### src/rtl/placar_pkg.sv
// Shared constants and helpers for the scoreboard display front end.
package placar_pkg;

  localparam int DIVISOR_PADRAO = 50000;
  localparam int APAGADO_PADRAO = 2;

  // Width of an index able to address n items, never narrower than one bit.
  function automatic int largura_indice(input int n);
    if (n <= 2) begin
      return 1;
    end
    return $clog2(n);
  endfunction

endpackage

### src/rtl/decod_onehot.sv
// Index to one-hot decoder; indices outside 0..N-1 decode to all zeros.
module decod_onehot
  import placar_pkg::*;
#(
  parameter int N  = 4,
  parameter int IW = largura_indice(N)
) (
  input  logic [IW-1:0] idx,
  output logic [N-1:0]  onehot
);

  // One compare per output bit, so unused index codes light nothing.
  for (genvar gi = 0; gi < N; gi++) begin : g_bit
    assign onehot[gi] = (idx == IW'(gi));
  end

endmodule

### src/rtl/mux_varredura.sv
// Seven-segment scan multiplexer: one digit per slot, blanking at slot start,
// input word snapshotted once per frame so updates never tear.
module mux_varredura
  import placar_pkg::*;
#(
  parameter int CANAIS  = 4,
  parameter int LARGURA = 4,
  parameter int DIVISOR = DIVISOR_PADRAO,
  parameter int APAGADO = APAGADO_PADRAO,
  parameter int IW      = largura_indice(CANAIS)
) (
  input  logic                        clk,
  input  logic                        rst_n,
  input  logic                        habilita,
  input  logic [CANAIS*LARGURA-1:0]   dados,
  output logic [LARGURA-1:0]          saida,
  output logic [CANAIS-1:0]           anodo,
  output logic [IW-1:0]               indice,
  output logic                        fim_quadro
);

  localparam int CW = largura_indice(DIVISOR);
  localparam logic [CW-1:0] CNT_MAX = CW'(DIVISOR - 1);
  localparam logic [IW-1:0] IDX_MAX = IW'(CANAIS - 1);

  logic                      ativo_q, ativo_d;
  logic [CW-1:0]             cnt_q, cnt_d;
  logic [IW-1:0]             indice_q, indice_d;
  logic [CANAIS*LARGURA-1:0] sombra_q, sombra_d;
  logic                      fim_quadro_q, fim_quadro_d;

  logic [CANAIS-1:0]         onehot_w;
  logic                      aceso_w;

  // Next-state logic: idle start, prescaler/slot advance, frame wrap, disable.
  always_comb begin
    ativo_d      = ativo_q;
    cnt_d        = cnt_q;
    indice_d     = indice_q;
    sombra_d     = sombra_q;
    fim_quadro_d = 1'b0;
    if (!ativo_q) begin
      if (habilita) begin
        // Fresh start: no frame pulse, snapshot taken immediately.
        ativo_d  = 1'b1;
        cnt_d    = '0;
        indice_d = '0;
        sombra_d = dados;
      end
    end else if (!habilita) begin
      // Stop scanning; the snapshot is kept but will be replaced on restart.
      ativo_d  = 1'b0;
      cnt_d    = '0;
      indice_d = '0;
    end else if (cnt_q == CNT_MAX) begin
      cnt_d = '0;
      // Explicit compare so non-power-of-two digit counts wrap correctly.
      if (indice_q == IDX_MAX) begin
        indice_d     = '0;
        sombra_d     = dados;
        fim_quadro_d = 1'b1;
      end else begin
        indice_d = indice_q + 1'b1;
      end
    end else begin
      cnt_d = cnt_q + 1'b1;
    end
  end

  // State registers with synchronous active-low reset.
  always_ff @(posedge clk) begin
    if (!rst_n) begin
      ativo_q      <= 1'b0;
      cnt_q        <= '0;
      indice_q     <= '0;
      sombra_q     <= '0;
      fim_quadro_q <= 1'b0;
    end else begin
      ativo_q      <= ativo_d;
      cnt_q        <= cnt_d;
      indice_q     <= indice_d;
      sombra_q     <= sombra_d;
      fim_quadro_q <= fim_quadro_d;
    end
  end

  // Blanking window: with no blank cycles the anode is lit for the whole slot.
  if (APAGADO == 0) begin : g_sem_apagado
    assign aceso_w = 1'b1;
  end else begin : g_com_apagado
    assign aceso_w = (cnt_q >= CW'(APAGADO));
  end

  decod_onehot #(
    .N  (CANAIS),
    .IW (IW)
  ) u_decod (
    .idx    (indice_q),
    .onehot (onehot_w)
  );

  // Output decode from registers only; nothing from the inputs reaches here.
  always_comb begin
    saida = '0;
    anodo = '0;
    if (ativo_q) begin
      saida = sombra_q[indice_q*LARGURA +: LARGURA];
      if (aceso_w) begin
        anodo = onehot_w;
      end
    end
  end

  assign indice     = indice_q;
  assign fim_quadro = fim_quadro_q;

endmodule

### config.mk
export PLATFORM = sky130hd
export DESIGN_NAME = mux_varredura
export DESIGN_NICKNAME = d
export VERILOG_FILES = /design/src/rtl/placar_pkg.sv /design/src/rtl/decod_onehot.sv /design/src/rtl/mux_varredura.sv
export SDC_FILE = /design/constraint.sdc
export NUM_CORES = 1
export LEC_CHECK = 0
export CORE_UTILIZATION = 38
export DETAILED_ROUTE_END_ITERATION = 12
export GPL_ROUTABILITY_DRIVEN = 0
export PLACE_DENSITY = 0.66
export SETUP_SLACK_MARGIN = 0.15
export SLEW_MARGIN = 25
export SYNTH_ARGS = -nofsm -noshare
export SYNTH_HDL_FRONTEND = slang
export SYNTH_SLANG_ARGS = --single-unit
### constraint.sdc
create_clock -name clk -period 2.1 [get_ports clk]
set_input_delay 0.42 -clock clk [delete_from_list [all_inputs] [get_ports clk]]
set_output_delay 0.42 -clock clk [all_outputs]
set_load 0.02 [all_outputs]
==> impl_results.md <==
- Register area share after synthesis: 0.3534
- Drt drc: 0
- Setup ws final: -0.01607 ns
- Vias in the first global route: 1720
- H-tree levels: 2
- Slew headroom: 0.7513
- Cells after Synth: 242
- Synth Net Count: 267
- Post-synthesis cell area: 2039 sq um
- Final period util: 1.008
- DRT Pass-1 Iters: 4
- Synth cell types: 40
- Worst vdd ir: 0.0004510 V
- Power Density: 505.4 nW/um^2
- Max Clk Rate: 0.4726 GHz
- Clock root cell: clkbuf_8
- Share of cells above drive strength 1: 0.2414
- Ys flop type: dfxtp_1
- Via/cell ratio: 5.208
- Crit Path Category: register to output pin
- Final Util: 0.5372
- CTS Hold Bufs: 0
- CP Capture Type: output pin
- Synth area leader: dfxtp_1
- Leakage Power: 1.100 nW
- Die area: 5664 sq um
- CP Max Fanout: 4
- Synth top area share: 0.3534
- DR WL/cell: 13.17 um
- Ys Warns: 0
- Antenna violations before repair: 0
- Nets: 315
- Clock sink count: 36
- Final ANT Viol Nets: 0
- Worst-case clock buffer depth: 2
- CTS clk-pin slew, worst paths: 0.07 ns
- Port bufs: 29
- Status: complete, but fails checks
- Arrival time worst endpoint: 1.70 ns
- Die Height: 75.26 um
- CP Launch Type: register
- Core region area: 5140 sq um
- Slew Limit Fails: 0
- Synth area leaders: dfxtp_1 (35%), nand2_1 (9.4%), mux2i_1 (8.8%)
- Initial Utilization: 0.3968
- Setup repair after global routing missed its margin: true
- Syn avg cell area: 8.428 sq um
- Synth async-reset ratio: 0
- Vias: 1875
- Inserted Clock Buffers: 5
- Total gr overflow: 0
- Row cnt: 26
- Final Hold Viols: 0
- First-pass GRT wire length: 8135 um
- Antenna cells: 0
- I/O pin total: 30
- Worst hold-check path type: register to register
- Largest net degree at the start of global routing: 42
- Worst skew pair latency: 0.28 ns
- GRT Total Usage: 0.1910
- Measured slew at the worst slew-check pin: 0.3731 ns
- Detailed Route WL: 4740 um
- Area Overhead vs Synth: 35.40%
- # Max-Cap Violations: 0
- Iter 0 DRT Violations: 121
- Die W: 75.26 um
- HPWL after DPL: 3396 um
- Seq cells post-synth: 36
- CTS tree: yes
- Number of enable flip-flop cells after synthesis: 0
- Final setup viols: 4
- Final instance area: 2761 sq um
- Count leader, synth: nand2_1
- Failing checks: negative setup slack
- Minimum clock period: 2.116 ns
- Clk_skew: 0.003550 ns
- DP Area: 2546 sq um
- CP Data Required Time: 1.68 ns
- Commonest cells post-synth: nand2_1 (51), dfxtp_1 (36), mux2i_1 (18), inv_1 (14), clkbuf_1 (12)
-- kinds of logic (layout without fill, tap and decap cells) --
group / Yosys count / after routing / synth area share
DFF: 36 / 36 / 0.3534
xor gates and xnor gates: 1 / 1 / 0.004295
adders and majority gates: 6 / 6 / 0.03681
buffers and inverters: 31 / 79 / 0.06319
AOI/OAI and AO/OA: 31 / 31 / 0.1147
muxes: 22 / 22 / 0.1325
and+or+nand+nor: 115 / 115 / 0.2951
-- worst paths after layout --
check / depth (start not counted) / slack, ns / startpoint / to
hold reg to reg: 2 / 0.46 / sombra_q[10] / sombra_q[10]
setup reg to reg: 7 / 0.26 / cnt_q[1] / cnt_q[11]
setup / recovery: 8 / -0.02 / cnt_q[0] / anodo[3]
hold / removal: 2 / 0.46 / sombra_q[10] / sombra_q[10]
-- where the power goes --
group	internal (mW)	switching, mW
Combinational	0.0818	0.0652
Sequential	0.704	0.0106
Clock	0.292	0.242
-- state kept, by name (all words and copies together) (netlist names) --
| signal | count |
|---|---|
| indice | 2 |
| cnt_q | 16 |
| fim_quadro | 1 |
| sombra_q | 16 |
| ativo_q | 1 |
-- stage by stage --
step                setup WS [ns]  cells   TNS, ns  power (mW)  hold slack [ns]
detailed placement        -0.2128    348   -0.7929      0.8662           0.4489
floorplan                  0.2172    242         0      0.8093           0.4348
global route              -0.1443    360   -0.5516       1.457           0.4751
finish                   -0.01607    360  -0.03604       1.395           0.4576
CTS                       -0.1904    358   -0.7348       1.412           0.4586
global placement          -0.2198    348   -0.8717      0.8639           0.4410
-- layout make-up --
| class | instances | area [sq um] |
|---|---|---|
| tap | 70 | 87.58 |
| sequential | 36 | 725.7 |
| multi-input combinational | 175 | 1236 |
| fill | 493 | 2379 |
| timing repair buffer | 58 | 563.0 |
| inverter | 14 | 52.55 |
| clock buffer | 7 | 96.34 |
-- metal layers --
layer	share of wire	track usage	vias to the layer above
met5	0	0	-
met4	0.016	0.06584	0
met3	0.046	0.04685	7
met2	0.47	0.3043	46
met1	0.47	0.2531	873
li1	-	-	949
-- cells in the final DEF (no fill, tap or decap), types with 2 or more instances in the layout --
cell              n
nand2_1          51
dfxtp_1          32
buf_4            24
clkdlybuf4s50_1  21
mux2i_1          18
inv_1            13
nand4_1          10
a31oi_1          10
buf_6            10
nand3_1           9
nor2_1            7
clkbuf_8          7
and4_1            5
and2_1            5
ha_1              5
mux4_2            4
and2_4            4
nor2_2            4
a21boi_0          4
dfxtp_2           4
and3_1            3
o22ai_1           3
buf_12            3
nand2b_1          2
o31a_1            2
or4_1             2
nor3_1            2
nor4_1            2
o21ai_0           2
o2111ai_1         2
nand3b_1          2
-- timing repair --
| item | CTS | global route |
|---|---|---|
| endpoints found under the hold margin | 0 | 0 |
| buffers inserted | 3 | 2 |
| pin swaps | 6 | 9 |
| endpoints found under the setup margin | 25 | 14 |
| resized for setup | 52 | 17 |
-- worst max-delay path: stages, from the launching register on --
cell and delay, ns:
dfxtp_2 0.34, inv_2 0.04, ha_2 0.16, nor2_1 0.10
nand4_1 0.11, o41ai_2 0.29, buf_4 0.21, nor2_2 0.04
buf_6 0.12
Note: power is estimated with default switching activity, not from simulation.
